==> config.mk <==
export PLATFORM = sky130hd
export DESIGN_NAME = axi_bram_port_arb
export DESIGN_NICKNAME = d
export VERILOG_FILES = /design/src/rtl/axi_bram_port_arb.sv
export SDC_FILE = /design/constraint.sdc
export NUM_CORES = 1
export LEC_CHECK = 0
export CAP_MARGIN = 20
export CELL_PAD_IN_SITES_DETAIL_PLACEMENT = 0
export CELL_PAD_IN_SITES_GLOBAL_PLACEMENT = 2
export CORE_ASPECT_RATIO = 2
export CORE_MARGIN = 2
export CORE_UTILIZATION = 17
export CTS_CLUSTER_DIAMETER = 100
export DETAILED_ROUTE_END_ITERATION = 6
export GPL_TIMING_DRIVEN = 0
export PLACE_DENSITY = 0.95
export RECOVER_POWER = 100
export SETUP_SLACK_MARGIN = 0.5
export SLEW_MARGIN = 15
export SYNTH_ARGS = -nofsm -noshare
export SYNTH_HDL_FRONTEND = slang
export SYNTH_SLANG_ARGS = --single-unit
==> constraint.sdc <==
create_clock -name S_AXI_ACLK -period 4.1 [get_ports S_AXI_ACLK]
set_input_delay 0.82 -clock S_AXI_ACLK [delete_from_list [all_inputs] [get_ports S_AXI_ACLK]]
set_output_delay 0.82 -clock S_AXI_ACLK [all_outputs]
set_load 0.05 [all_outputs]
==> src/rtl/axi_bram_port_arb.sv <==
// axi_bram_port_arb: shares one native BRAM port between the AXI write engine
// (M0) and the AXI read engine (M1). Round-robin arbitration with burst lock,
// one accepted beat per cycle, registered BRAM drive, and a read-owner tag
// pipeline that steers returned data to the requester that issued the read.
//
// Handshake: a requester raises Mx_Req with its beat fields stable. The beat is
// accepted in the cycle where Mx_Req && Mx_Ack; Ack is combinational and at most
// one Ack is high per cycle. Req may be withdrawn before it is acked. Read data
// returns on Mx_RdValid with no backpressure; the requester must sink it.
module axi_bram_port_arb #(
  parameter int C_S_AXI_ADDR_WIDTH = 32,
  parameter int C_S_AXI_DATA_WIDTH = 32,
  parameter int C_BRAM_RD_LATENCY  = 1
) (
  input  logic                            S_AXI_ACLK,
  input  logic                            S_AXI_ARESETN,
  input  logic                            M0_Req,
  input  logic                            M0_Lock,
  input  logic [C_S_AXI_DATA_WIDTH/8-1:0] M0_WE,
  input  logic [C_S_AXI_ADDR_WIDTH-1:0]   M0_Addr,
  input  logic [C_S_AXI_DATA_WIDTH-1:0]   M0_WrData,
  output logic                            M0_Ack,
  output logic                            M0_RdValid,
  output logic [C_S_AXI_DATA_WIDTH-1:0]   M0_RdData,
  input  logic                            M1_Req,
  input  logic                            M1_Lock,
  input  logic [C_S_AXI_DATA_WIDTH/8-1:0] M1_WE,
  input  logic [C_S_AXI_ADDR_WIDTH-1:0]   M1_Addr,
  input  logic [C_S_AXI_DATA_WIDTH-1:0]   M1_WrData,
  output logic                            M1_Ack,
  output logic                            M1_RdValid,
  output logic [C_S_AXI_DATA_WIDTH-1:0]   M1_RdData,
  output logic                            BRAM_Rst_A,
  output logic                            BRAM_Clk_A,
  output logic                            BRAM_En_A,
  output logic [C_S_AXI_DATA_WIDTH/8-1:0] BRAM_WE_A,
  output logic [C_S_AXI_ADDR_WIDTH-1:0]   BRAM_Addr_A,
  output logic [C_S_AXI_DATA_WIDTH-1:0]   BRAM_WrData_A,
  input  logic [C_S_AXI_DATA_WIDTH-1:0]   BRAM_RdData_A
);

  localparam int WEW = C_S_AXI_DATA_WIDTH / 8;
  // One stage for the registered BRAM drive plus one per BRAM read-latency clock.
  localparam int PD  = C_BRAM_RD_LATENCY + 1;

  // Lock FSM: which master (if any) owns the port for the rest of a burst.
  typedef enum logic [1:0] {
    LOCK_NONE = 2'd0,
    LOCK_M0   = 2'd1,
    LOCK_M1   = 2'd2
  } lock_t;

  lock_t         lock_q, lock_d;
  logic          last_m1_q, last_m1_d;  // last-grant pointer: 1 = M1 won last
  logic          ack0, ack1;
  logic          rd_push;
  logic [PD-1:0] rd_vld_q;
  logic [PD-1:0] rd_own_q;              // 1 = read belongs to M1

  assign BRAM_Rst_A = ~S_AXI_ARESETN;
  assign BRAM_Clk_A = S_AXI_ACLK;
  assign M0_Ack     = ack0;
  assign M1_Ack     = ack1;

  // Grant decision plus next lock/pointer; Ack already implies Req, so Ack is accept.
  always_comb begin
    ack0      = 1'b0;
    ack1      = 1'b0;
    lock_d    = lock_q;
    last_m1_d = last_m1_q;
    if (S_AXI_ARESETN) begin
      case (lock_q)
        LOCK_M0: ack0 = M0_Req;
        LOCK_M1: ack1 = M1_Req;
        default: begin
          if (M0_Req && M1_Req) begin
            ack0 = last_m1_q;
            ack1 = !last_m1_q;
          end else begin
            ack0 = M0_Req;
            ack1 = M1_Req;
          end
        end
      endcase
      if (ack0) begin
        last_m1_d = 1'b0;
        lock_d    = M0_Lock ? LOCK_M0 : LOCK_NONE;
      end else if (ack1) begin
        last_m1_d = 1'b1;
        lock_d    = M1_Lock ? LOCK_M1 : LOCK_NONE;
      end
    end
  end

  // Lock and pointer registers; reset leaves M0 as winner of the first tie.
  always_ff @(posedge S_AXI_ACLK) begin
    if (!S_AXI_ARESETN) begin
      lock_q    <= LOCK_NONE;
      last_m1_q <= 1'b1;
    end else begin
      lock_q    <= lock_d;
      last_m1_q <= last_m1_d;
    end
  end

  // Registered BRAM drive; address and write data hold while the port is idle.
  always_ff @(posedge S_AXI_ACLK) begin
    if (!S_AXI_ARESETN) begin
      BRAM_En_A     <= 1'b0;
      BRAM_WE_A     <= '0;
      BRAM_Addr_A   <= '0;
      BRAM_WrData_A <= '0;
    end else if (ack0) begin
      BRAM_En_A     <= 1'b1;
      BRAM_WE_A     <= M0_WE;
      BRAM_Addr_A   <= M0_Addr;
      BRAM_WrData_A <= M0_WrData;
    end else if (ack1) begin
      BRAM_En_A     <= 1'b1;
      BRAM_WE_A     <= M1_WE;
      BRAM_Addr_A   <= M1_Addr;
      BRAM_WrData_A <= M1_WrData;
    end else begin
      BRAM_En_A     <= 1'b0;
      BRAM_WE_A     <= '0;
    end
  end

  assign rd_push = (ack0 && (M0_WE == {WEW{1'b0}})) ||
                   (ack1 && (M1_WE == {WEW{1'b0}}));

  // Read-owner tag pipeline, aligned so the last stage coincides with BRAM data.
  always_ff @(posedge S_AXI_ACLK) begin
    if (!S_AXI_ARESETN) begin
      rd_vld_q <= '0;
      rd_own_q <= '0;
    end else begin
      rd_vld_q <= {rd_vld_q[PD-2:0], rd_push};
      rd_own_q <= {rd_own_q[PD-2:0], ack1};
    end
  end

  assign M0_RdValid = rd_vld_q[PD-1] && !rd_own_q[PD-1];
  assign M1_RdValid = rd_vld_q[PD-1] &&  rd_own_q[PD-1];
  assign M0_RdData  = BRAM_RdData_A;
  assign M1_RdData  = BRAM_RdData_A;

endmodule

### Word level (Yosys, flattened, before mapping)

Index checks and enable logic that the tools add are counted.

* equal/unequal tests: 2
* multiplexer cells: 22
* bitwise logic cells: 1
* reductions and logical operators: 12

Operators by type and width (count)
* $mux 32: 4
* $mux 1: 11
* $logic_not 4->1: 2
* $mux 4: 2
* $mux 2: 3
* $logic_and 1x1->1: 5
* $pmux 1 s2: 2
* $reduce_bool 2->1: 2
* $eq 2x1->1 const B: 1
* $eq 2x2->1 const B: 1
* $logic_not 1->1: 2
* $logic_or 1x1->1: 1
* $not 1->1: 1

* flip-flop bits (word level): 76
* word-level logic and storage cells: 45

### Depth between registers and ports, before layout

* word-level depth: 7
* gate-level depth with buffers: 8
* depth with buffers taken out: 6

==> results.md <==
* Status: finished, final reports clean
* Area fraction of the dominant cell type after synthesis at 0.412
* Pin count of the biggest net entering global routing at 13
* Vias in the first global route at 4468
* Flops & latches, synth at 76
* Die Wd at 108 µm
* Clock tree from TritonCTS: built
* Worst rel slew slack at 0.586
* Core area at 21400 µm²
* RePlAce Congestion at 0.793
* Placed instance area at 6830 µm²
* DPL Wire Length at 13700 µm
* Drt pass-1 iters at 4
* CP max FO at 2
* Worst Hold Class: reg -> reg
* Area Growth Syn to Fin at 94.4%
* Placement row count at 76
* Die area at 23000 µm²
* GR Util All Layers at 0.150
* Nets at 948
* Cell internal pwr at 0.00191 W
* Post-route DRC at 0
* Clock share of power at 0.345
* Synth area leaders: dfxtp_1 41%, a21oi_1 18%, buf_4 14%
* Most frequent cells in the layout: 139 x clkdlybuf4s50_1, 137 x dlygate4sd3_1, 135 x a21oi_1
* Met1 wire length at 5700 µm
* Tot Pwr at 0.00308 W
* Placed insts at 1030
* Final setup violation count at 0
* DIE HEIGHT at 212 µm
* Commonest non-fill, non-tap cell in the layout: clkdlybuf4s50_1
* Worst EP arrival at 2700 ps
* Combinational power share at 0.372
* Buffers added on ports at 279
* Mapped Avg Cell Area at 7.72 µm²
* Leak at 2.91 nW
* Setup tns final at 0 ps
* Grt ovf at 0
* Max-slew violations at 0
* Sw Ratio at 0.378
* Non-Filler Instances at 1050
* First-pass GRT wire length at 24900 µm
* Crit end category: output pin
* Reg power frac at 0.282
* Highest metal used: met4
* Clock transition at path regs at 60 ps
* Synth Instances at 478
* Avg WL per Cell at 16.3 µm
* Final hold vios at 0
* Layout cells sized above 1 at 0.122
* Vias at 4377
* Slew @ Worst Pin at 621 ps
* Cell Area, Synth at 3690 µm²
* Post-route ant nets at 0
* 1st-iter DRT viols at 119
* WS Path Type: clk -> out
* Wire length on met2 at 9480 µm
* Via/cell ratio at 4.17
* Pwr Density at 429 nW/µm²
* RSZ-0062 raised after global routing: false
* Startpoint class of the critical path: clock port
* Max cap viols at 0
* YS warnings at 0
* Met3 WL at 1340 µm
* Post-route cell area at 7180 µm²
* Sequential element share of the synthesized area at 0.412
* CTS Hold Bufs at 0
* Distinct cells, synth at 25
* Initial antenna violation count at 1
* Yosys top cell by area: dfxtp_1
* Syn Nets at 654
* Starting Density at 0.173
* Worst Clk Skew at 4.98 ps
* Num ports at 313
* WP data required at 3280 ps
* NetSw at 0.00116 W
* Wirelength, routed at 17100 µm
* Clk_lat worst skew at 470 ps
* Maximum vdd drop at 0.000198 V
-- final timing paths --
kind / startpoint / endpoint / slack, ps / depth (start not counted)
worst min-delay path: rd_vld_q[0] / rd_vld_q[1] / 440 / 1
worst max-delay path: S_AXI_ACLK / BRAM_Clk_A / 580 / 4
worst max register to register: lock_q[0] / BRAM_WrData_A[26] / 1750 / 8
worst min register to register: rd_vld_q[0] / rd_vld_q[1] / 440 / 1
-- metrics by stage --
stage                     setup slack [ps]  hold WS, ps  utilization
after CTS                              453          441        0.337
after floorplan                        986          412            -
after global placement                 265          415        0.319
after detailed placement               269          422        0.319
after global routing                   563          453        0.335
final                                  584          437        0.335
-- cell families after synthesis --
| group | share of synthesized area |
|---|---|
| AOI/OAI and AO/OA | 0.280 |
| adders and majority gates | 0.00678 |
| and+or+nand+nor | 0.101 |
| buffers and inverters | 0.197 |
| DFF | 0.412 |
| muxes | 0.00271 |
-- metal layers --
metal | track usage | vias up
met4 | 0.0796 | 0
met3 | 0.0457 | 31
met1 | 0.133 | 1963
li1 | - | 2155
met2 | 0.291 | 228
met5 | 0 | -
-- Yosys cell counts, drive strengths merged --
library cell	count
nand3b	1
o211a	1
mux2i	1
o41ai	1
nor3	1
o21ai	65
or2	1
and3	1
inv	3
and2	3
ha	2
nand2	70
nand3	7
o211ai	1
clkbuf	14
buf	89
nor2	3
dfxtp	76
nor2b	1
a21oi	135
nor4	2
-- layout make-up --
| class | instances | area [µm²] |
|---|---|---|
| fillers | 2269 | 14200 |
| repair buffers | 279 | 2770 |
| flip-flops and latches | 76 | 1520 |
| multi-input cells | 296 | 1430 |
| plain buffers | 103 | 707 |
| well taps | 273 | 342 |
| clock buffers | 14 | 308 |
| clock inverters | 5 | 77.6 |
| inverters | 3 | 11.3 |
| diodes | 1 | 2.50 |
-- flip-flops by register name, indices dropped and copies added, names as in the netlist --
signal and flops:
lock_q 2, last_m1_q 1, BRAM_WrData_A 32, BRAM_WE_A 4, rd_own_q 2, rd_vld_q 2, BRAM_Addr_A 32, BRAM_En_A 1
-- worst max-delay path: stages --
cell and delay, ps:
clkbuf_16 120, clkbuf_16 120, buf_4 120, clkbuf_1 280
-- power by group through the flow --
stage	combinational (W)	sequential, W	clock (W)
finish	0.00115	0.000869	0.00106
global route	0.00122	0.000881	0.00113
CTS	0.00121	0.000873	0.00110
detailed placement	0.00121	0.000889	0.0000698
global placement	0.00120	0.000885	0.0000698
floorplan	0.000436	0.00118	0.0000526
-- timing repair --
item                                    4_1_cts  5_1_grt
pin swaps                                     1        0
hold endpoints to repair                      0        0
endpoints found under the setup margin        3        3
resized for setup                             2        4
setup buffers                                 1        0
No activity file was read; power rests on OpenSTA's default activity.
